File: config.mk
export PLATFORM = sky130hd
export DESIGN_NAME = otter_fetch_unit
export DESIGN_NICKNAME = d
export VERILOG_FILES = /design/src/rtl/otter_fetch_unit.sv
export SDC_FILE = /design/constraint.sdc
export NUM_CORES = 1
export LEC_CHECK = 0
export ABC_AREA = 1
export CAP_MARGIN = 25
export CORE_AREA = 2 2 129 131
export DETAILED_ROUTE_END_ITERATION = 7
export DIE_AREA = 0 0 131 133
export PLACE_DENSITY = 0.88
export SYNTH_ARGS = -nofsm -noshare
export SYNTH_HDL_FRONTEND = slang
export SYNTH_SLANG_ARGS = --single-unit
File: constraint.sdc
create_clock -name CLK -period 1.8 [get_ports CLK]
set_input_delay 0.36 -clock CLK [delete_from_list [all_inputs] [get_ports CLK]]
set_output_delay 0.36 -clock CLK [all_outputs]
set_load 0.02 [all_outputs]
File: src/rtl/otter_fetch_unit.sv
// OTTER fetch unit: owns pc and ir, fetches one instruction per request over a
// request/response instruction-memory port, and selects the next pc on writeback.
module otter_fetch_unit #(
  parameter logic [31:0] RESET_VEC = 32'h0000_0000,
  parameter int unsigned TIMEOUT   = 16
) (
  input  logic        CLK,
  input  logic        RST,
  input  logic        fetch_start,
  input  logic        pc_write,
  input  logic [2:0]  pc_source,
  input  logic [31:0] jalr_pc,
  input  logic [31:0] branch_pc,
  input  logic [31:0] jal_pc,
  input  logic [31:0] mtvec,
  input  logic [31:0] mepc,
  input  logic        imem_ready,
  input  logic        imem_rvalid,
  input  logic [31:0] imem_rdata,
  output logic        imem_req,
  output logic [31:0] imem_addr,
  output logic [31:0] pc,
  output logic [31:0] pc_plus4,
  output logic [31:0] ir,
  output logic        fetch_done,
  output logic        fetch_err,
  output logic        misalign,
  output logic        busy
);

  localparam logic [31:0] Nop     = 32'h0000_0013;
  localparam logic [7:0]  CntLast = 8'(TIMEOUT - 1);

  typedef enum logic [1:0] {StIdle, StReq, StWait, StDone} state_e;

  state_e      state_q, state_d;
  logic [31:0] pc_q, pc_d;
  logic [31:0] ir_q, ir_d;
  logic [7:0]  cnt_q, cnt_d;
  logic        ok_q, ok_d;          // DONE reports success (1) or timeout (0)
  logic        misalign_q, misalign_d;
  logic [31:0] target;
  logic        target_valid;

  assign pc_plus4 = pc_q + 32'd4;

  // Next-pc candidate; sources 6/7 mean hold.
  always_comb begin
    target       = pc_plus4;
    target_valid = 1'b1;
    case (pc_source)
      3'd0:    target = pc_plus4;
      3'd1:    target = jalr_pc;
      3'd2:    target = branch_pc;
      3'd3:    target = jal_pc;
      3'd4:    target = mtvec;
      3'd5:    target = mepc;
      default: target_valid = 1'b0;
    endcase
  end

  // Fetch FSM next state, pc/ir update and timeout counting.
  always_comb begin
    state_d    = state_q;
    pc_d       = pc_q;
    ir_d       = ir_q;
    cnt_d      = cnt_q;
    ok_d       = ok_q;
    misalign_d = 1'b0;
    unique case (state_q)
      StIdle: begin
        if (pc_write && target_valid) begin
          pc_d       = {target[31:2], 2'b00};
          misalign_d = |target[1:0];
        end
        if (fetch_start) state_d = StReq;
      end
      StReq: begin
        if (imem_ready) begin
          state_d = StWait;
          cnt_d   = 8'd0;
        end
      end
      StWait: begin
        if (imem_rvalid) begin
          ir_d    = imem_rdata;
          ok_d    = 1'b1;
          state_d = StDone;
        end else if (cnt_q == CntLast) begin
          ir_d    = Nop;
          ok_d    = 1'b0;
          state_d = StDone;
        end else begin
          cnt_d = cnt_q + 8'd1;
        end
      end
      StDone: state_d = StIdle;
      default: state_d = StIdle;
    endcase
  end

  // State registers with synchronous reset.
  always_ff @(posedge CLK) begin
    if (RST) begin
      state_q    <= StIdle;
      pc_q       <= RESET_VEC;
      ir_q       <= Nop;
      cnt_q      <= 8'd0;
      ok_q       <= 1'b0;
      misalign_q <= 1'b0;
    end else begin
      state_q    <= state_d;
      pc_q       <= pc_d;
      ir_q       <= ir_d;
      cnt_q      <= cnt_d;
      ok_q       <= ok_d;
      misalign_q <= misalign_d;
    end
  end

  assign pc         = pc_q;
  assign ir         = ir_q;
  assign imem_addr  = pc_q;
  assign imem_req   = (state_q == StReq);
  assign busy       = (state_q != StIdle);
  assign fetch_done = (state_q == StDone) && ok_q;
  assign fetch_err  = (state_q == StDone) && !ok_q;
  assign misalign   = misalign_q;

endmodule

* Yosys cells after proc, flatten, opt, wreduce, memory -nomap -nowiden *
Index checks and enable logic that the tools add are counted.

word-level totals
  flip-flop bits (word level) = 74
  output and inout port bits = 133
  logic and storage cells = 55
  input port bits = 201

operators by class
  eq/ne operators = 14
  bitwise logic cells = 2
  muxes and demuxes = 15
  add/sub/neg operators = 2
  reduce and logical (&&, ||, !) cells = 16

operators with widths
  kind                   count
  $pmux 32 s5            1
  $mux 32                2
  $add 32x3->32 const B  1
  $mux 8                 3
  $pmux 8 s2             1
  $add 8x1->8 const B    1
  $eq 8x4->1 const B     1
  $mux 2                 4
  $ne 2x2->1 const B     4
  $pmux 2 s4             1
  $eq 3x2->1 const B     2
  $eq 3x3->1 const B     2
  $reduce_bool 2->1      3
  $reduce_or 6->1        1
  $eq 2x2->1 const B     2
  $reduce_and 2->1       2
  $reduce_and 4->1       1
  $eq 3x1->1 const B     1
  $logic_and 1x1->1      3
  $logic_not 3->1        1
  $mux 1                 3
  $ne 3x3->1 const B     1
  $reduce_and 3->1       1
  $reduce_or 3->1        1
  5 further kinds        6

* Logic depth before layout (Yosys ltp) *
Gate-level depths: netlist (run 1).

  word-level depth = 6
  depth in mapped cells = 11
  depth with buffers taken out = 10

* Worst setup path before layout (run 1) *
OpenSTA, ideal clock, no wires.

  kind = register -> output
  start point = register pc_q[3] (netlist: imem_addr[3])
  end point = output pc_plus4[22]
  arrival time = 1.498 ns
  stages on the path, launching flop included = 8
  data required time = 1.440 ns
  path slack = -0.058 ns
  buffers on the path = 0
  path through = dfxtp_1 ha_1 inv_1 nor2_2 nand2_2 nor2_4 nand3_1 nand2_1

on the way
  cells in the longest elaborated chain, start to end = 1

RTL lines
  what                    RTL line  source
  from (decl)             37        logic [31:0] pc_q, pc_d;
  from (signal assigned)  113       pc_q <= pc_d;
  $add 32x3->32           45        assign pc_plus4 = pc_q + 32'd4;
  to (decl)               23        output logic [31:0] pc_plus4,

Every way passes these cells.

* Worst setup path in the final report (run 1) *
  start point = register pc_q[3] (netlist: imem_addr[3])
  end point = output pc_plus4[30]

The elaborated chain is that of the path after synthesis.

==> results_dict.tcl, run 1 <==
set metrics [dict create \
    share_clk_of_total_power_pct 23.1 \
    grt_setup_unrepaired "true" \
    tritoncts "done" \
    synth_top_flop_cell "sky130_fd_sc_hd__dfxtp_1" \
    drtAntennaViolNets 0 \
    detailed_place.area_sq_um 9950 \
    violations "setup timing" \
    initial_utilization_pct 36.8 \
    synth-seq-cells 74 \
    static-leakage-power_nw 5.63 \
    hold_viol_final 0 \
    timing_max_transition_violations_final 0 \
    synth-edff-count 0 \
    route.met2.wl_mm 15.7 \
    chipHeight_um 133 \
    final.setup_skew_ns 0.0135 \
    crit-reg2reg-capture "cnt_q[1]" \
    synth.cell_area_sq_um 5950 \
    pin_count_of_the_biggest_net_entering_global_routing 32 \
    power_density_nw_per_um2 771 \
    hold-path-endpoint "ir[0]" \
    irDropWorstVdd_uv 593 \
    async_flop_share_pct 0 \
    timing.final.setup_violations 64 \
    avgViaCountPerCell 5.74 \
    synth.lib_cells_used.distinct 40 \
    detailroute.wirelength.met3_mm 4.13 \
    period_minus_slack_ns 2.33 \
    htree_num_levels 3 \
    power.combinational.fraction_pct 52.9 \
    first_global_vias 8621 \
    drc_violation_count_after_routing 0 \
    finalCritPeriodShare_pct 129 \
    reg2reg_from "state_q[0]" \
    min-delay-start "RST" \
    sequential_power_share_pct 24.0 \
    internal_power_mw 5.12 \
    grt_pass1_wl_mm 45.7 \
    final_cell_area_sq_um 11600 \
    power.share.switching_pct 42.6 \
    min-delay-path-class "in2reg" \
    global_router_s_overall_resource_usage_pct 33.6 \
    arrival_ns 1.97 \
    fillCellCount 1108 \
    cts_inserted_buffers 9 \
    total_number_of_vias 9624 \
    first_pass_iteration_count_of_the_detailed_router 7 \
    port_buffers 327 \
    run_status "finished, violations left" \
    clk_root_buffer_cell "sky130_fd_sc_hd__clkbuf_16" \
    final_common_cell "sky130_fd_sc_hd__nand2_1" \
    most-common-layout-cells "sky130_fd_sc_hd__nand2_1 (285), sky130_fd_sc_hd__clkdlybuf4s50_1 (232), sky130_fd_sc_hd__buf_4 (140)" \
    num_rows 47 \
    number_of_cells_on_the_worst_hold_path 3 \
    postSynthAreaPerCell_sq_um 5.82 \
    core_area_sq_um 16200 \
    grt_antenna_before_repair 3 \
    die_x_um 131 \
    syn-instance-count 1022 \
    worstSkewPairLatency_ns 0.36 \
    r2r_slack_ns -0.12 \
    cts_buffer_depth 2 \
    yosys_warnings 0 \
    met1Wirelength_mm 11.8 \
    start_kind "register" \
    die-area_sq_um 17400 \
    detailedRoute.firstIterationViolations 1594 \
    synth_sequential_area_ratio_pct 24.9 \
    tns_ns -11.76 \
    critPathKind "reg2out" \
    timing.final.ws_setup_ns -0.528 \
    top_ports 334 \
    num-nets-final 1657 \
    layout-drive-gt1-share_pct 28.7 \
    drt_wl_total_mm 34.8 \
    cp_data_required_time_ns 1.44 \
    r2r.worst_path.cells 10 \
    dp_hpwl_mm 21.2 \
    grt_remaining_overflow 0 \
    final_weighted_congestion_in_routability_driven_placement 0.957 \
    path_clk_slew_ns 0.06 \
    cap_violations 0 \
    post_detailed_route_wirelength_per_cell_um 20.8 \
    fmax_mhz 429 \
    switching_power_mw 3.80 \
    endpoint_kind "primary output" \
    highest-signal-layer "met4" \
    area_growth_pct 94.7 \
    clock_sink_count 74 \
    worstPathMaxFanout 5 \
]
-- worst max path at each step --
stage,from,endpoint,slack (ns),depth (start not counted)
after global routing,imem_addr[16],pc_plus4[30],-0.53,7
after global placement,pc_source[1],imem_addr[31],-0.43,10
final,imem_addr[3],pc_plus4[30],-0.53,8
after CTS,imem_addr[2],pc_plus4[22],-0.22,9
after detailed placement,pc_source[1],imem_addr[31],-0.47,10
after floorplan,imem_addr[3],pc_plus4[22],0.06,7
-- kinds of logic (layout without fill, tap and decap cells) --
kind of cell               after synthesis  in the layout  synth area share, %
AOI/OAI and AO/OA                      126            126                 11.1
xor gates and xnor gates                 6              6                0.884
adders and majority gates                7              7                 1.47
buffers and inverters                  194            621                 16.6
DFF                                     74             74                 24.9
other                                    1              9               0.0631
and+or+nand+nor                        614            614                 44.9
-- synthesized netlist by cell type (2+ instances only) --
master	instances	area, sq um
sky130_fd_sc_hd__nand3b_1	5	37.5
sky130_fd_sc_hd__nand3_1	100	500
sky130_fd_sc_hd__dfxtp_1	74	1480
sky130_fd_sc_hd__a21oi_1	87	435
sky130_fd_sc_hd__xnor2_1	5	43.8
sky130_fd_sc_hd__nor2_1	84	315
sky130_fd_sc_hd__a21oi_2	2	17.5
sky130_fd_sc_hd__clkbuf_1	16	60.1
sky130_fd_sc_hd__a31oi_1	3	18.8
sky130_fd_sc_hd__inv_2	8	30.0
sky130_fd_sc_hd__nand3_4	3	52.6
sky130_fd_sc_hd__nand2_1	357	1340
sky130_fd_sc_hd__nor2_2	8	50.1
sky130_fd_sc_hd__o21ai_0	24	120
sky130_fd_sc_hd__nor3_1	4	20.0
sky130_fd_sc_hd__nand4_1	43	269
sky130_fd_sc_hd__o21bai_1	2	15.0
sky130_fd_sc_hd__buf_2	13	65.1
sky130_fd_sc_hd__o21ai_1	2	10.0
sky130_fd_sc_hd__inv_1	100	375
sky130_fd_sc_hd__nand2_2	4	25.0
sky130_fd_sc_hd__buf_6	8	90.1
sky130_fd_sc_hd__buf_4	43	323
sky130_fd_sc_hd__buf_1	3	11.3
sky130_fd_sc_hd__ha_1	7	87.6
sky130_fd_sc_hd__o22ai_1	3	18.8
-- registers in the layout (all words and copies together), names as in the netlist --
signal     flops
ok_q           1
misalign       1
cnt_q          8
ir            32
state_q        2
imem_addr     30
-- metrics by stage --
| stage | instances | hold slack (ns) | power (mW) | setup WS (ns) | utilization [%] |
|---|---|---|---|---|---|
| 2_1_floorplan | 1027 | 0.441 | 4.07 | 0.0585 | - |
| 3_3_place_gp | 1617 | 0.460 | 5.95 | -0.431 | 61.5 |
| 3_5_place_dp | 1617 | 0.465 | 6.06 | -0.471 | 61.5 |
| 4_1_cts | 1655 | 0.441 | 8.16 | -0.225 | 67.7 |
| 5_1_grt | 1677 | 0.479 | 9.11 | -0.534 | 71.6 |
| 6_report | 1677 | 0.473 | 8.92 | -0.528 | 71.6 |
-- final cells by class --
cell class / count / area (sq um) / area share (%)
Multi-Input combinational cell: 759 / 4270 / 36.9
Sequential cell: 74 / 1530 / 13.2
Inverter: 110 / 433 / 3.74
Antenna cell: 3 / 7.51 / 0.0649
Clock buffer: 10 / 229 / 1.98
Timing Repair Buffer: 495 / 4740 / 40.9
Tap cell: 220 / 275 / 2.38
Clock inverter: 6 / 90.1 / 0.778
-- critical path, stage by stage (launching register included) --
cell and delay [ns]:
sky130_fd_sc_hd__dfxtp_4 0.38, sky130_fd_sc_hd__ha_4 0.17, sky130_fd_sc_hd__inv_4 0.06, sky130_fd_sc_hd__nor2_4 0.21
sky130_fd_sc_hd__nand2_4 0.13, sky130_fd_sc_hd__nor2_4 0.18, sky130_fd_sc_hd__nand3_1 0.19, sky130_fd_sc_hd__nand2_1 0.15
sky130_fd_sc_hd__buf_6 0.13
-- per-layer routing --
metal | track usage, % | vias up
met1 | 40.6 | 4270
met5 | 0 | -
met2 | 55.4 | 936
met3 | 7.20 | 322
li1 | - | 4096
met4 | 17.7 | 0
-- repair_timing --
item / 4_1_cts / 5_1_grt
buffers inserted: 24 / 28
gates resized for setup: 351 / 147
endpoints found under the setup margin: 91 / 93
pin swaps: 54 / 60
hold buffers: 0 / 0
-- power by group through the flow --
stage | clock, mW | combinational (mW) | sequential [mW]
after global routing | 2.10 | 4.87 | 2.14
after floorplan | 0 | 1.77 | 2.29
after detailed placement | 0 | 4.00 | 2.05
final | 2.06 | 4.72 | 2.14
after global placement | 0 | 3.91 | 2.04
after CTS | 1.96 | 4.13 | 2.06
(Power assumes the default switching activity.)
==> inputs of run 2 (changes only) <==
--- a/config.mk
+++ b/config.mk
@@ -8,6 +8,7 @@
 export ABC_AREA = 1
 export CAP_MARGIN = 25
 export CORE_AREA = 2 2 129 131
+export CTS_CLUSTER_SIZE = 24
 export DETAILED_ROUTE_END_ITERATION = 7
 export DIE_AREA = 0 0 131 133
 export PLACE_DENSITY = 0.88
==> results of run 2 <==
No change in the layout: final DEF, timing and power equal those of run 1.
